$ cat src/rtl/dsmod_fifo_pkg.sv
// Shared audio-path constants: sample FIFO geometry, level arithmetic and
// the delta-sigma modulator oversampling figures it is paired with.
package dsmod_fifo_pkg;

   // Sample FIFO defaults (signed two's complement samples)
   localparam int DSMOD_NBIT     = 30;
   localparam int DSMOD_AW       = 3;

   // Modulator oversampling ratio consumed alongside the FIFO
   localparam int DSMOD_OSR      = 64;
   localparam int DSMOD_OSR_LOG2 = 6;

   // Level counter needs one extra bit so that "full" (2**aw) is representable
   function automatic int lvl_width(input int aw);
      return aw + 1;
   endfunction

   // Per-cycle change applied to the stored-entry count
   typedef enum logic [1:0] {
      LVL_HOLD = 2'b00,
      LVL_INC  = 2'b01,
      LVL_DEC  = 2'b10
   } lvl_op_e;

endpackage

$ cat src/rtl/dsmod_fifo.sv
// Sample FIFO feeding the delta-sigma modulator. The bus side pushes
// samples, the modulator pops one per data-read strobe and sees it on the
// registered o_data one cycle later. An empty pop holds the last sample so
// the output never clicks; error conditions are latched in sticky flags.
module dsmod_fifo
   import dsmod_fifo_pkg::*;
#(
   parameter int NBIT = DSMOD_NBIT,
   parameter int AW   = DSMOD_AW
) (
   input  logic                   i_clk,
   input  logic                   i_rst_n,
   input  logic                   i_wr_en,
   input  logic [NBIT-1:0]        i_wr_data,
   input  logic                   i_rd,
   output logic signed [NBIT-1:0] o_data,
   input  logic                   i_flush,
   input  logic [AW:0]            i_thresh,
   input  logic                   i_clr_err,
   output logic [AW:0]            o_level,
   output logic                   o_full,
   output logic                   o_empty,
   output logic                   o_irq_low,
   output logic                   o_underrun,
   output logic                   o_overflow
);

   localparam int            DEPTH   = 1 << AW;
   localparam int            LW      = lvl_width(AW);
   localparam logic [LW-1:0] DEPTH_L = DEPTH[LW-1:0];
   localparam logic [AW-1:0] PTR_ONE = AW'(1);
   localparam logic [LW-1:0] LVL_ONE = LW'(1);

   // Storage: flat register array, contents deliberately not reset
   logic [NBIT-1:0] mem_r [DEPTH];

   logic [AW-1:0]   wr_ptr_r, wr_ptr_s;
   logic [AW-1:0]   rd_ptr_r, rd_ptr_s;
   logic [LW-1:0]   level_r,  level_s;
   logic            full_r,   full_s;
   logic            empty_r,  empty_s;
   logic [NBIT-1:0] data_r,   data_s;
   logic            underrun_r, underrun_s;
   logic            overflow_r, overflow_s;

   logic            pop_ok_s;
   logic            push_ok_s;
   logic            und_evt_s;
   logic            ovf_evt_s;
   lvl_op_e         lvl_op_s;

   // Qualify requests against registered full/empty; flush masks everything
   always_comb begin
      pop_ok_s  = 1'b0;
      push_ok_s = 1'b0;
      und_evt_s = 1'b0;
      ovf_evt_s = 1'b0;
      if (i_flush) begin
         pop_ok_s  = 1'b0;
         push_ok_s = 1'b0;
         und_evt_s = 1'b0;
         ovf_evt_s = 1'b0;
      end else begin
         pop_ok_s  = i_rd & ~empty_r;
         // A full FIFO is never empty, so a pop while full always frees a slot
         push_ok_s = i_wr_en & (~full_r | pop_ok_s);
         und_evt_s = i_rd & empty_r;
         ovf_evt_s = i_wr_en & full_r & ~pop_ok_s;
      end
   end

   // Next-state for pointers, level, derived flags, output sample and errors
   always_comb begin
      wr_ptr_s   = wr_ptr_r;
      rd_ptr_s   = rd_ptr_r;
      level_s    = level_r;
      data_s     = data_r;
      lvl_op_s   = LVL_HOLD;

      case ({push_ok_s, pop_ok_s})
         2'b10:   lvl_op_s = LVL_INC;
         2'b01:   lvl_op_s = LVL_DEC;
         default: lvl_op_s = LVL_HOLD;
      endcase

      if (i_flush) begin
         wr_ptr_s = '0;
         rd_ptr_s = '0;
         level_s  = '0;
      end else begin
         if (push_ok_s) begin
            wr_ptr_s = wr_ptr_r + PTR_ONE;
         end else begin
            wr_ptr_s = wr_ptr_r;
         end
         if (pop_ok_s) begin
            rd_ptr_s = rd_ptr_r + PTR_ONE;
            data_s   = mem_r[rd_ptr_r];
         end else begin
            rd_ptr_s = rd_ptr_r;
            data_s   = data_r;
         end
         case (lvl_op_s)
            LVL_INC:  level_s = level_r + LVL_ONE;
            LVL_DEC:  level_s = level_r - LVL_ONE;
            LVL_HOLD: level_s = level_r;
            default:  level_s = level_r;
         endcase
      end

      full_s  = (level_s == DEPTH_L);
      empty_s = (level_s == '0);

      // Clear request yields to a new event in the same cycle
      underrun_s = (i_clr_err ? 1'b0 : underrun_r) | und_evt_s;
      overflow_s = (i_clr_err ? 1'b0 : overflow_r) | ovf_evt_s;
   end

   // Control state register with synchronous active-low reset
   always_ff @(posedge i_clk) begin
      if (!i_rst_n) begin
         wr_ptr_r   <= '0;
         rd_ptr_r   <= '0;
         level_r    <= '0;
         full_r     <= 1'b0;
         empty_r    <= 1'b1;
         data_r     <= '0;
         underrun_r <= 1'b0;
         overflow_r <= 1'b0;
      end else begin
         wr_ptr_r   <= wr_ptr_s;
         rd_ptr_r   <= rd_ptr_s;
         level_r    <= level_s;
         full_r     <= full_s;
         empty_r    <= empty_s;
         data_r     <= data_s;
         underrun_r <= underrun_s;
         overflow_r <= overflow_s;
      end
   end

   // Sample storage write; reset suppresses the store but does not clear it
   always_ff @(posedge i_clk) begin
      if (i_rst_n && push_ok_s) begin
         mem_r[wr_ptr_r] <= i_wr_data;
      end
   end

   assign o_data     = data_r;
   assign o_level    = level_r;
   assign o_full     = full_r;
   assign o_empty    = empty_r;
   assign o_irq_low  = (level_r <= i_thresh);
   assign o_underrun = underrun_r;
   assign o_overflow = overflow_r;

endmodule
$ cat config.mk
export PLATFORM = sky130hd
export DESIGN_NAME = dsmod_fifo
export DESIGN_NICKNAME = d
export VERILOG_FILES = /design/src/rtl/dsmod_fifo_pkg.sv /design/src/rtl/dsmod_fifo.sv
export SDC_FILE = /design/constraint.sdc
export NUM_CORES = 1
export LEC_CHECK = 0
export ABC_CLOCK_PERIOD_IN_PS = 5800
export CAP_MARGIN = 40
export CORE_UTILIZATION = 35
export CTS_CLUSTER_DIAMETER = 30
export DETAILED_ROUTE_END_ITERATION = 6
export PLACE_DENSITY_LB_ADDON = 0.2
export SKIP_CTS_REPAIR_TIMING = 1
export SLEW_MARGIN = 20
export SYNTH_ARGS = -nofsm -noshare
export SYNTH_HDL_FRONTEND = slang
export SYNTH_SLANG_ARGS = --single-unit
$ cat constraint.sdc
create_clock -name i_clk -period 5.8 [get_ports i_clk]
set_clock_uncertainty 0.2 [all_clocks]
set_input_delay 0.58 -clock i_clk [delete_from_list [all_inputs] [get_ports i_clk]]
set_output_delay 0.58 -clock i_clk [all_outputs]
set_load 0.05 [all_outputs]
==> flow_summary.json <==
{
  "dpl-instance-area_sq_um": 12140,
  "fin_tns_setup_ns": 0,
  "internal-power_mw": 4.054,
  "seqPwrFrac_pct": 43.6,
  "grt_pass1_vias": 5957,
  "synth_top_area_share_pct": 66.92,
  "layout_setup_ws_ns": 2.195,
  "timing.fmax_mhz": 277.4,
  "vias_per_cell": 4.964,
  "multi_input_area_sq_um": 2584,
  "synth_nets": 601,
  "ant_nets": 0,
  "synthTopCellsByCount": "edfxtp_1, mux4_2, dfxtp_1, a21oi_1, mux2i_1",
  "area_delta_synth_final_pct": 28.10,
  "rr_startpoint": "o_empty",
  "synth_edf_count": 240,
  "yosys_most_used_dff": "edfxtp_1",
  "p_leak_nw": 4.386,
  "ir_drop_mv": 0.1686,
  "synthTopCellsByArea": "edfxtp_1, mux4_2, dfxtp_1, mux2i_1, a21oi_1",
  "syn_inst": 552,
  "switching_power_mw": 1.073,
  "fin_nets": 721,
  "routed_wirelength_um": 22570,
  "swShare_pct": 20.93,
  "hold_depth": 2,
  "required_ns": 5.02,
  "die_area_sq_um": 31470,
  "slew-limit-headroom_pct": 53.12,
  "yosysMostFrequentCell": "edfxtp_1",
  "reg2reg_depth": 9,
  "holdWs_ns": 0.3008,
  "vias": 5495,
  "design_area_sq_um": 13800,
  "post-route-min-period_ns": 3.605,
  "drv_cap": 0,
  "worstSkewPairLatency_ns": 0.54,
  "numCtsBuffers": 52,
  "seqCellArea_sq_um": 8094,
  "r2r-end": "o_full",
  "rsz0062_at_grt": "no",
  "htree_levels": 2,
  "gr-usage-all-layers_pct": 15.08,
  "clkSlewWorstSetupHoldPaths_ns": 0.04,
  "synth.lib_cells_used.distinct": 39,
  "min_to": "o_underrun",
  "cts_sinks": 284,
  "holdCritPathClass": "register to register",
  "wl_per_cell_um": 20.39,
  "path_class": "primary input to output pin",
  "die_w_um": 177.4,
  "hpwl_um": 12010,
  "grt_pass1_wl_um": 35000,
  "pin_count": 79,
  "core.rowCount": 63,
  "tritoncts": "built",
  "p_per_area_nw_per_um2": 371.6,
  "synth_seq_area_share_pct": 75.10,
  "finalMaxSlewViolations": 0,
  "clk_path_buf_depth": 3,
  "worst_pin_slew_ns": 0.7032,
  "ys_warn_count": 0,
  "final-setup-viol-count": 0,
  "power_frac_comb_pct": 2.6,
  "antenna_found_initial": 2,
  "fillCellCount": 2561,
  "hold_start": "o_underrun",
  "utilization_pct": 46.06,
  "place_congestion": 0.7108,
  "regToRegSetupSlack_ns": 2.60,
  "firstDrtPassIters": 4,
  "pre_cts_ws_ns": 1.853,
  "yosys.area.top_type": "edfxtp_1",
  "status": "complete, no violations",
  "cts-root-buf": "clkbuf_16",
  "drcViolationCount": 0,
  "avgSynthCellArea_sq_um": 19.51,
  "period_share_pct": 62.15,
  "synth-async-reset-ratio_pct": 0,
  "timing_hold_violations_final": 0,
  "synth_seq_cells": 284,
  "end_kind": "output pin",
  "p_clk_share_pct": 53.8,
  "arrival_ns": 2.82,
  "core_sq_um": 29950,
  "io_buffer_count": 78,
  "worst-path-max-fanout": 2,
  "setup.worst_path.start_class": "primary input",
  "die_h_um": 177.4,
  "synth_area_sq_um": 10770,
  "drive_above_1_share_pct": 24.76,
  "overflow": 0,
  "start_util_pct": 35.95,
  "drt_iter0_drc": 294,
  "grt_max_degree": 64
}
## flip-flops by register name (all words and copies together) (netlist names)
register	flops
o_overflow	1
rd_ptr_r	3
o_data	30
o_level	4
o_full	1
wr_ptr_r	3
mem_r	240
o_empty	1
o_underrun	1
## worst max-delay path, cell delays in order
cell,delay (ns)
clkdlybuf4s50_1,0.46
inv_1,0.04
ha_1,0.29
nor2b_1,0.13
o21a_1,0.16
o21a_1,0.15
o21ai_0,0.17
clkdlybuf4s50_1,0.83
## how the worst max path moves through the flow
stage	end	cells after the start	slack (ns)	start
after floorplan	mem_r[0][0]	4	1.05	o_empty
after global placement	o_empty	10	1.96	i_rd
final	o_irq_low	8	2.20	i_thresh[1]
after CTS	o_irq_low	8	2.18	i_thresh[1]
after detailed placement	o_full	10	1.85	i_flush
after global routing	o_irq_low	8	2.10	i_thresh[1]
## metal layers
| layer | part of all wire, % | GRT usage (%) |
|---|---|---|
| met2 | 49 | 24.71 |
| met5 | 0 | 0 |
| met1 | 43 | 19.67 |
| met3 | 5.7 | 3.449 |
| met4 | 2.1 | 5.271 |
## cell usage in the layout (no fill, tap or decap), types with 7 or more instances in the layout
cell type / n
edfxtp_1: 240
clkdlybuf4s50_1: 78
mux4_2: 60
clkbuf_16: 54
dfxtp_1: 41
a21oi_1: 35
mux2i_1: 33
o21ai_0: 31
buf_4: 16
clkinv_2: 10
ha_1: 9
nor2_1: 8
nand2_1: 7
clkbuf_1: 7
clkinvlp_4: 7
clkinv_1: 7
## through the flow
stage                     instances  total power, mW
after global placement         1006            2.403
after global routing           1105            5.280
after floorplan                 552            2.336
after detailed placement       1008            2.409
after CTS                      1105            5.179
final                          1107            5.126
## cells by family after synthesis
| group | share of synthesized area, % |
|---|---|
| buffers and inverters | 1.394 |
| AND/OR/NAND/NOR | 2.149 |
| flip-flops | 75.10 |
| AO/OA/AOI/OAI | 3.997 |
| adder cells (fa/ha/maj) | 1.046 |
| XOR/XNOR | 0.4880 |
| multiplexers | 15.82 |
## power by group through the flow
stage	logic, mW	registers [mW]	clock network (mW)
floorplan	0.0444	2.29	0
global placement	0.126	2.28	0
detailed placement	0.134	2.28	0
CTS	0.134	2.24	2.81
global route	0.143	2.24	2.90
finish	0.132	2.24	2.76
## layout make-up
cell class | instances | area share (%)
Sequential cell | 284 | 58.67
Multi-Input combinational cell | 231 | 18.73
Clock buffer | 63 | 10.19
Timing Repair Buffer | 96 | 6.875
Tap cell | 390 | 3.537
Clock inverter | 34 | 1.778
Inverter | 7 | 0.1905
Antenna cell | 2 | 0.03628
No activity file was read; power rests on OpenSTA's default activity.
